### src/rtl/data_memory_mc_pkg.sv
// Shared definitions for the multi-cycle data memory: size codes, FSM states,
// wait-counter width and the store byte-enable decode.
package dm_pkg;

  localparam logic [1:0] SZ_BYTE = 2'b00;
  localparam logic [1:0] SZ_HALF = 2'b01;
  localparam logic [1:0] SZ_WORD = 2'b10;

  localparam int WAIT_CNT_W = 4;

  typedef enum logic [1:0] {
    ST_IDLE,
    ST_WAIT,
    ST_EXEC,
    ST_RESP
  } state_e;

  // Byte lanes touched by a store of the given size at the given lane.
  function automatic logic [3:0] byteEnable(input logic [1:0] size, input logic [1:0] lane);
    case (size)
      SZ_BYTE: return 4'b0001 << lane;
      SZ_HALF: return lane[1] ? 4'b1100 : 4'b0011;
      SZ_WORD: return 4'b1111;
      default: return 4'b0000;
    endcase
  endfunction

endpackage

### src/rtl/data_memory_mc_load_align.sv
// Load alignment: right-aligns the addressed byte/half of a 32-bit word and
// sign- or zero-extends it; word loads pass through unchanged.
module dm_load_align
  import dm_pkg::*;
(
  input  logic [31:0] word_i,
  input  logic [1:0]  lane_i,
  input  logic [1:0]  size_i,
  input  logic        unsigned_i,
  output logic [31:0] data_o
);

  logic [31:0] shifted;
  logic [15:0] half;

  always_comb begin
    shifted = word_i >> {lane_i, 3'b000};
    half    = lane_i[1] ? word_i[31:16] : word_i[15:0];
    data_o  = 32'h0;
    case (size_i)
      SZ_BYTE: data_o = unsigned_i ? {24'h0, shifted[7:0]} : {{24{shifted[7]}}, shifted[7:0]};
      SZ_HALF: data_o = unsigned_i ? {16'h0, half} : {{16{half[15]}}, half};
      SZ_WORD: data_o = word_i;
      default: data_o = 32'h0;
    endcase
  end

endmodule

### src/rtl/data_memory_mc.sv
// Multi-cycle byte-addressed data memory with valid/ready request channel,
// configurable wait states, one-cycle response pulse and fault flagging.
module data_memory_mc
  import dm_pkg::*;
#(
  parameter int ADDR_W      = 7,
  parameter int WAIT_CYCLES = 0
) (
  input  logic              clk,
  input  logic              rst,
  input  logic              req_valid,
  output logic              req_ready,
  input  logic              req_we,
  input  logic [1:0]        req_size,
  input  logic              req_unsigned,
  input  logic [ADDR_W-1:0] req_addr,
  input  logic [31:0]       req_wdata,
  output logic              resp_valid,
  output logic [31:0]       resp_rdata,
  output logic              resp_fault
);

  localparam int DEPTH = 1 << (ADDR_W - 2);

  state_e                state_q, state_d;
  logic [WAIT_CNT_W-1:0] cnt_q, cnt_d;

  logic              we_q;
  logic [1:0]        size_q;
  logic              uns_q;
  logic [ADDR_W-1:0] addr_q;
  logic [31:0]       wdata_q;

  logic [31:0] rdata_q;
  logic        fault_q;

  logic [31:0] mem_q [DEPTH];

  logic              fault;
  logic [ADDR_W-3:0] wordIdx;
  logic [31:0]       rdWord;
  logic [31:0]       alignData;
  logic [31:0]       wrLanes;
  logic [3:0]        wrEnable;

  assign fault = (size_q == 2'b11)
              || ((size_q == SZ_HALF) && addr_q[0])
              || ((size_q == SZ_WORD) && (addr_q[1:0] != 2'b00));

  assign wordIdx  = addr_q[ADDR_W-1:2];
  assign rdWord   = mem_q[wordIdx];
  assign wrEnable = byteEnable(size_q, addr_q[1:0]);

  always_comb begin
    wrLanes = wdata_q;
    case (size_q)
      SZ_BYTE: wrLanes = {4{wdata_q[7:0]}};
      SZ_HALF: wrLanes = {2{wdata_q[15:0]}};
      default: wrLanes = wdata_q;
    endcase
  end

  dm_load_align u_align (
    .word_i     (rdWord),
    .lane_i     (addr_q[1:0]),
    .size_i     (size_q),
    .unsigned_i (uns_q),
    .data_o     (alignData)
  );

  always_comb begin
    state_d = state_q;
    cnt_d   = cnt_q;
    case (state_q)
      ST_IDLE: begin
        if (req_valid) begin
          state_d = (WAIT_CYCLES > 0) ? ST_WAIT : ST_EXEC;
          cnt_d   = WAIT_CNT_W'(WAIT_CYCLES - 1);
        end
      end
      ST_WAIT: begin
        if (cnt_q == '0) state_d = ST_EXEC;
        else             cnt_d   = cnt_q - 1'b1;
      end
      ST_EXEC: state_d = ST_RESP;
      ST_RESP: state_d = ST_IDLE;
      default: state_d = ST_IDLE;
    endcase
  end

  always_ff @(posedge clk) begin
    if (rst) begin
      state_q <= ST_IDLE;
      cnt_q   <= '0;
    end else begin
      state_q <= state_d;
      cnt_q   <= cnt_d;
    end
  end

  // Request fields are frozen at acceptance so later input changes are ignored.
  always_ff @(posedge clk) begin
    if (rst) begin
      we_q    <= 1'b0;
      size_q  <= SZ_BYTE;
      uns_q   <= 1'b0;
      addr_q  <= '0;
      wdata_q <= '0;
    end else if ((state_q == ST_IDLE) && req_valid) begin
      we_q    <= req_we;
      size_q  <= req_size;
      uns_q   <= req_unsigned;
      addr_q  <= req_addr;
      wdata_q <= req_wdata;
    end
  end

  always_ff @(posedge clk) begin
    if (rst) begin
      rdata_q <= '0;
      fault_q <= 1'b0;
    end else if (state_q == ST_EXEC) begin
      fault_q <= fault;
      rdata_q <= (fault || we_q) ? 32'h0 : alignData;
    end
  end

  always_ff @(posedge clk) begin
    if (rst) begin
      for (int i = 0; i < DEPTH; i++) mem_q[i] <= 32'h0;
    end else if ((state_q == ST_EXEC) && we_q && !fault) begin
      for (int b = 0; b < 4; b++) begin
        if (wrEnable[b]) mem_q[wordIdx][8*b +: 8] <= wrLanes[8*b +: 8];
      end
    end
  end

  assign req_ready  = (state_q == ST_IDLE) && !rst;
  assign resp_valid = (state_q == ST_RESP);
  assign resp_rdata = rdata_q;
  assign resp_fault = fault_q;

endmodule

### config.mk
export PLATFORM = sky130hd
export DESIGN_NAME = data_memory_mc
export DESIGN_NICKNAME = d
export VERILOG_FILES = /design/src/rtl/data_memory_mc_pkg.sv /design/src/rtl/data_memory_mc_load_align.sv /design/src/rtl/data_memory_mc.sv
export SDC_FILE = /design/constraint.sdc
export NUM_CORES = 2
export LEC_CHECK = 0
export BUFFER_PORTS_ARGS = -buffer_cell sky130_fd_sc_hd__buf_4
export CAP_MARGIN = 30
export CORE_ASPECT_RATIO = 1.1
export CORE_MARGIN = 3
export CORE_UTILIZATION = 50
export CTS_BUF_LIST = sky130_fd_sc_hd__clkbuf_16
export DETAILED_ROUTE_END_ITERATION = 10
export PLACE_DENSITY_LB_ADDON = 0.3
export SYNTH_ARGS = -nofsm -noshare
export SYNTH_HDL_FRONTEND = slang
export SYNTH_SLANG_ARGS = --single-unit
### constraint.sdc
create_clock -name clk -period 2.99 [get_ports clk]
set_input_delay 0.897 -clock clk [delete_from_list [all_inputs] [get_ports clk]]
set_output_delay 0.897 -clock clk [all_outputs]
set_load 0.02 [all_outputs]
==> results.txt <==
FMAX - 337 MHz
Final-report setup violation count - 0
Crit-path max FO - 34
Top_reg_cell synth - edfxtp_1
Buffers added on ports - 80
GRT Total Usage - 0.269
Syn nets - 3631
Area growth syn-to-layout - 15.8%
Fin. Hold Viols - 0
Total Power - 0.0358 W
Final min period - 2.97 ns
Initial antenna violation count - 2
Fin util - 0.586
Tightest Hold Check Type - in -> reg
Gpl congestion - 0.944
Drt drc - 0
Routed length per instance - 26.5 um
Lkg Pwr - 19.5 nW
Max_cap viols - 0
#FFs+latches synth - 1111
CTS H-Tree Depth - 3
Ys async rst share - 0
Share of the synthesized area in the top cell type - 0.621
Final period utilization - 0.993
Number of synthesized flops with an enable pin - 1024
CTS tree - yes
Largest net degree at the start of global routing - 107
Peak VDD IR - 0.439 mV
Clock buffer depth - 3
GR Overflow Total - 0
Worst-Skew Late Latency - 0.70 ns
Cell taking the most area after synthesis - edfxtp_1
# rows - 120
Startpoint types - register
Status - finished clean
Vias in the first global route - 30700
Relative slew slack - 0.464
WS Path Type - reg -> reg
Commonest cells post-synth - edfxtp_1 (1024), nor2_1 (833), and2_1 (259), mux4_2 (239), nand2_1 (221)
Vias - 31300
Crit path DAT - 3.56 ns
Skew final - 0.0280 ns
Most common cell in the netlist - edfxtp_1
Core area - 97700 um2
Total wire length - 138000 um
Final net count - 3882
Starting Density - 0.506
Worst Path Required - 3.58 ns
Clk sink count - 1111
Vert. Die Dim - 336 um
Average size of a mapped cell - 13.8 um2
Nature of the critical path endpoint - register
Die Area - 103000 um2
First-pass GRT wire length - 203000 um
Distinct cells, synth - 49
Drt first-iter violations - 4074
Post-Synthesis Cells - 3584
Final-report max-slew violation count - 0
Remaining antenna violation count - 0
Io pins - 81
Root Buffer - clkbuf_16
Cell Area, Synth - 49500 um2
Worst slew pin tran - 0.801 ns
Vias per cell - 6.00
Die width - 306 um
Seq/Total Area, Yosys - 0.657
Worst Hold Slack - 0.452 ns
Drt pass-1 iters - 6
CTS Buf Count - 108
Synth area leaders - edfxtp_1 (62%), mux4_2 (11%), nor2_1 (6.3%), dfxtp_1 (3.5%), mux2i_1 (3.5%)
Layout cell share with drive strength beyond 1 - 0.229
Post-DP HPWL - 94400 um
Clock transition at path regs - 0.07 ns
PwrDens - 626 nW/um2
Ys Warns - 0
[registers in the layout, indices dropped and copies added, names as in the netlist, named ones only]
name / flops
size_q: 2
cnt_q: 4
resp_fault: 1
we_q: 1
resp_rdata: 32
addr_q: 7
uns_q: 1
state_q: 2
wdata_q: 32
mem_q: 1024
[per-stage QoR]
step	setup TNS [ns]	instances	worst slack, ns	cell area, um2
3_3_place_gp	-22.14	4983	-0.896	53300
2_1_floorplan	0	3584	0.156	49500
5_1_grt	-0.0218	5208	-0.0103	57300
3_5_place_dp	-8.45	4984	-0.340	53400
4_1_cts	0	5196	0.00844	57100
6_report	0	5210	0.0197	57300
[cells by family (layout without fill, tap and decap cells)]
group,count (synthesis),count (layout),synth area share
AOI/OAI and AO/OA,257,257,0.0326
xor gates and xnor gates,2,2,0.000354
adders and majority gates,1,1,0.000253
buffers and inverters,274,617,0.0262
DFF,1111,1111,0.657
muxes,414,414,0.145
other,0,2,0
and+or+nand+nor,1525,1525,0.139
[critical path, cell delays in order, from the launching register on]
cell and delay [ns]:
dfxtp_4 0.39, buf_12 0.22, buf_16 0.24, mux2i_1 0.13, a22oi_1 0.24, a21oi_1 0.16
nor4_4 0.28, buf_4 0.18, mux2i_1 0.09, or3_1 0.36, buf_4 0.22, a311oi_1 0.31
[area by class of cell]
class | count | area, um2
Fill cell | 7439 | 40400
Sequential cell | 1111 | 32500
Multi-Input combinational cell | 2199 | 16100
Timing Repair Buffer | 408 | 3530
Clock buffer | 108 | 2700
Tap cell | 1281 | 1600
Clock inverter | 94 | 850
Inverter | 7 | 26.3
Antenna cell | 2 | 5.00
[timing repair]
item / in CTS / in global routing
endpoints found under the setup margin: 31 / 54
setup buffers: 10 / 12
gates resized for setup: 3 / 21
hold buffers: 0 / 0
cloned: 0 / 0
hold endpoints to repair: 0 / 0
pin swaps: 1 / 4
[report_power, final]
group / total, W / switching, W / internal [W]
logic: 0.00419 / 0.00263 / 0.00156
registers: 0.0179 / 0.000372 / 0.0175
clock network: 0.0138 / 0.00592 / 0.00787
total: 0.0358 / 0.00893 / 0.0269
[placed cells by master (no fill, tap or decap), drive strengths merged, types with 5 or more instances in the layout]
| cell type | netlist | layout |
|---|---|---|
| buf | 88 | 408 |
| nor4 | 5 | 5 |
| dfxtp | 87 | 87 |
| a21oi | 114 | 114 |
| clkinv | 1 | 45 |
| nand3b | 8 | 8 |
| o21ai | 23 | 23 |
| a311oi | 18 | 18 |
| mux2i | 171 | 171 |
| nor2 | 833 | 833 |
| edfxtp | 1024 | 1024 |
| or2 | 34 | 34 |
| nor2b | 7 | 7 |
| nor3 | 39 | 39 |
| inv | 6 | 34 |
| a22oi | 76 | 76 |
| o22ai | 12 | 12 |
| mux4 | 240 | 240 |
| clkinvlp | 0 | 7 |
| clkbuf | 179 | 108 |
| bufinv | 0 | 15 |
| nand2b | 106 | 106 |
| and2 | 260 | 260 |
| o211ai | 5 | 5 |
| nand2 | 221 | 221 |
[layer usage]
layer | vias up | global-route usage | wire [um]
met4 | 2 | 0.126 | 6600
met3 | 273 | 0.0636 | 16400
li1 | 13600 | - | -
met2 | 1753 | 0.411 | 63300
met1 | 15700 | 0.368 | 51800
met5 | - | 0 | 9
[path summary, 6_finish.rpt]
kind / cells past startpoint / end / startpoint / slack [ns]
worst max-delay path: 11 / resp_rdata[20]$_SDFFE_PP0N_ / register / 0.02
worst max register to register: 11 / resp_rdata[20]$_SDFFE_PP0N_ / register / 0.02
worst min-delay path: 3 / wdata_q[26]$_SDFFE_PP0P_ / req_wdata[26] / 0.45
worst min register to register: 2 / wdata_q[31]$_SDFFE_PP0P_ / wdata_q[31]$_SDFFE_PP0P_ / 0.48
Note: power is estimated with default switching activity, not from simulation.
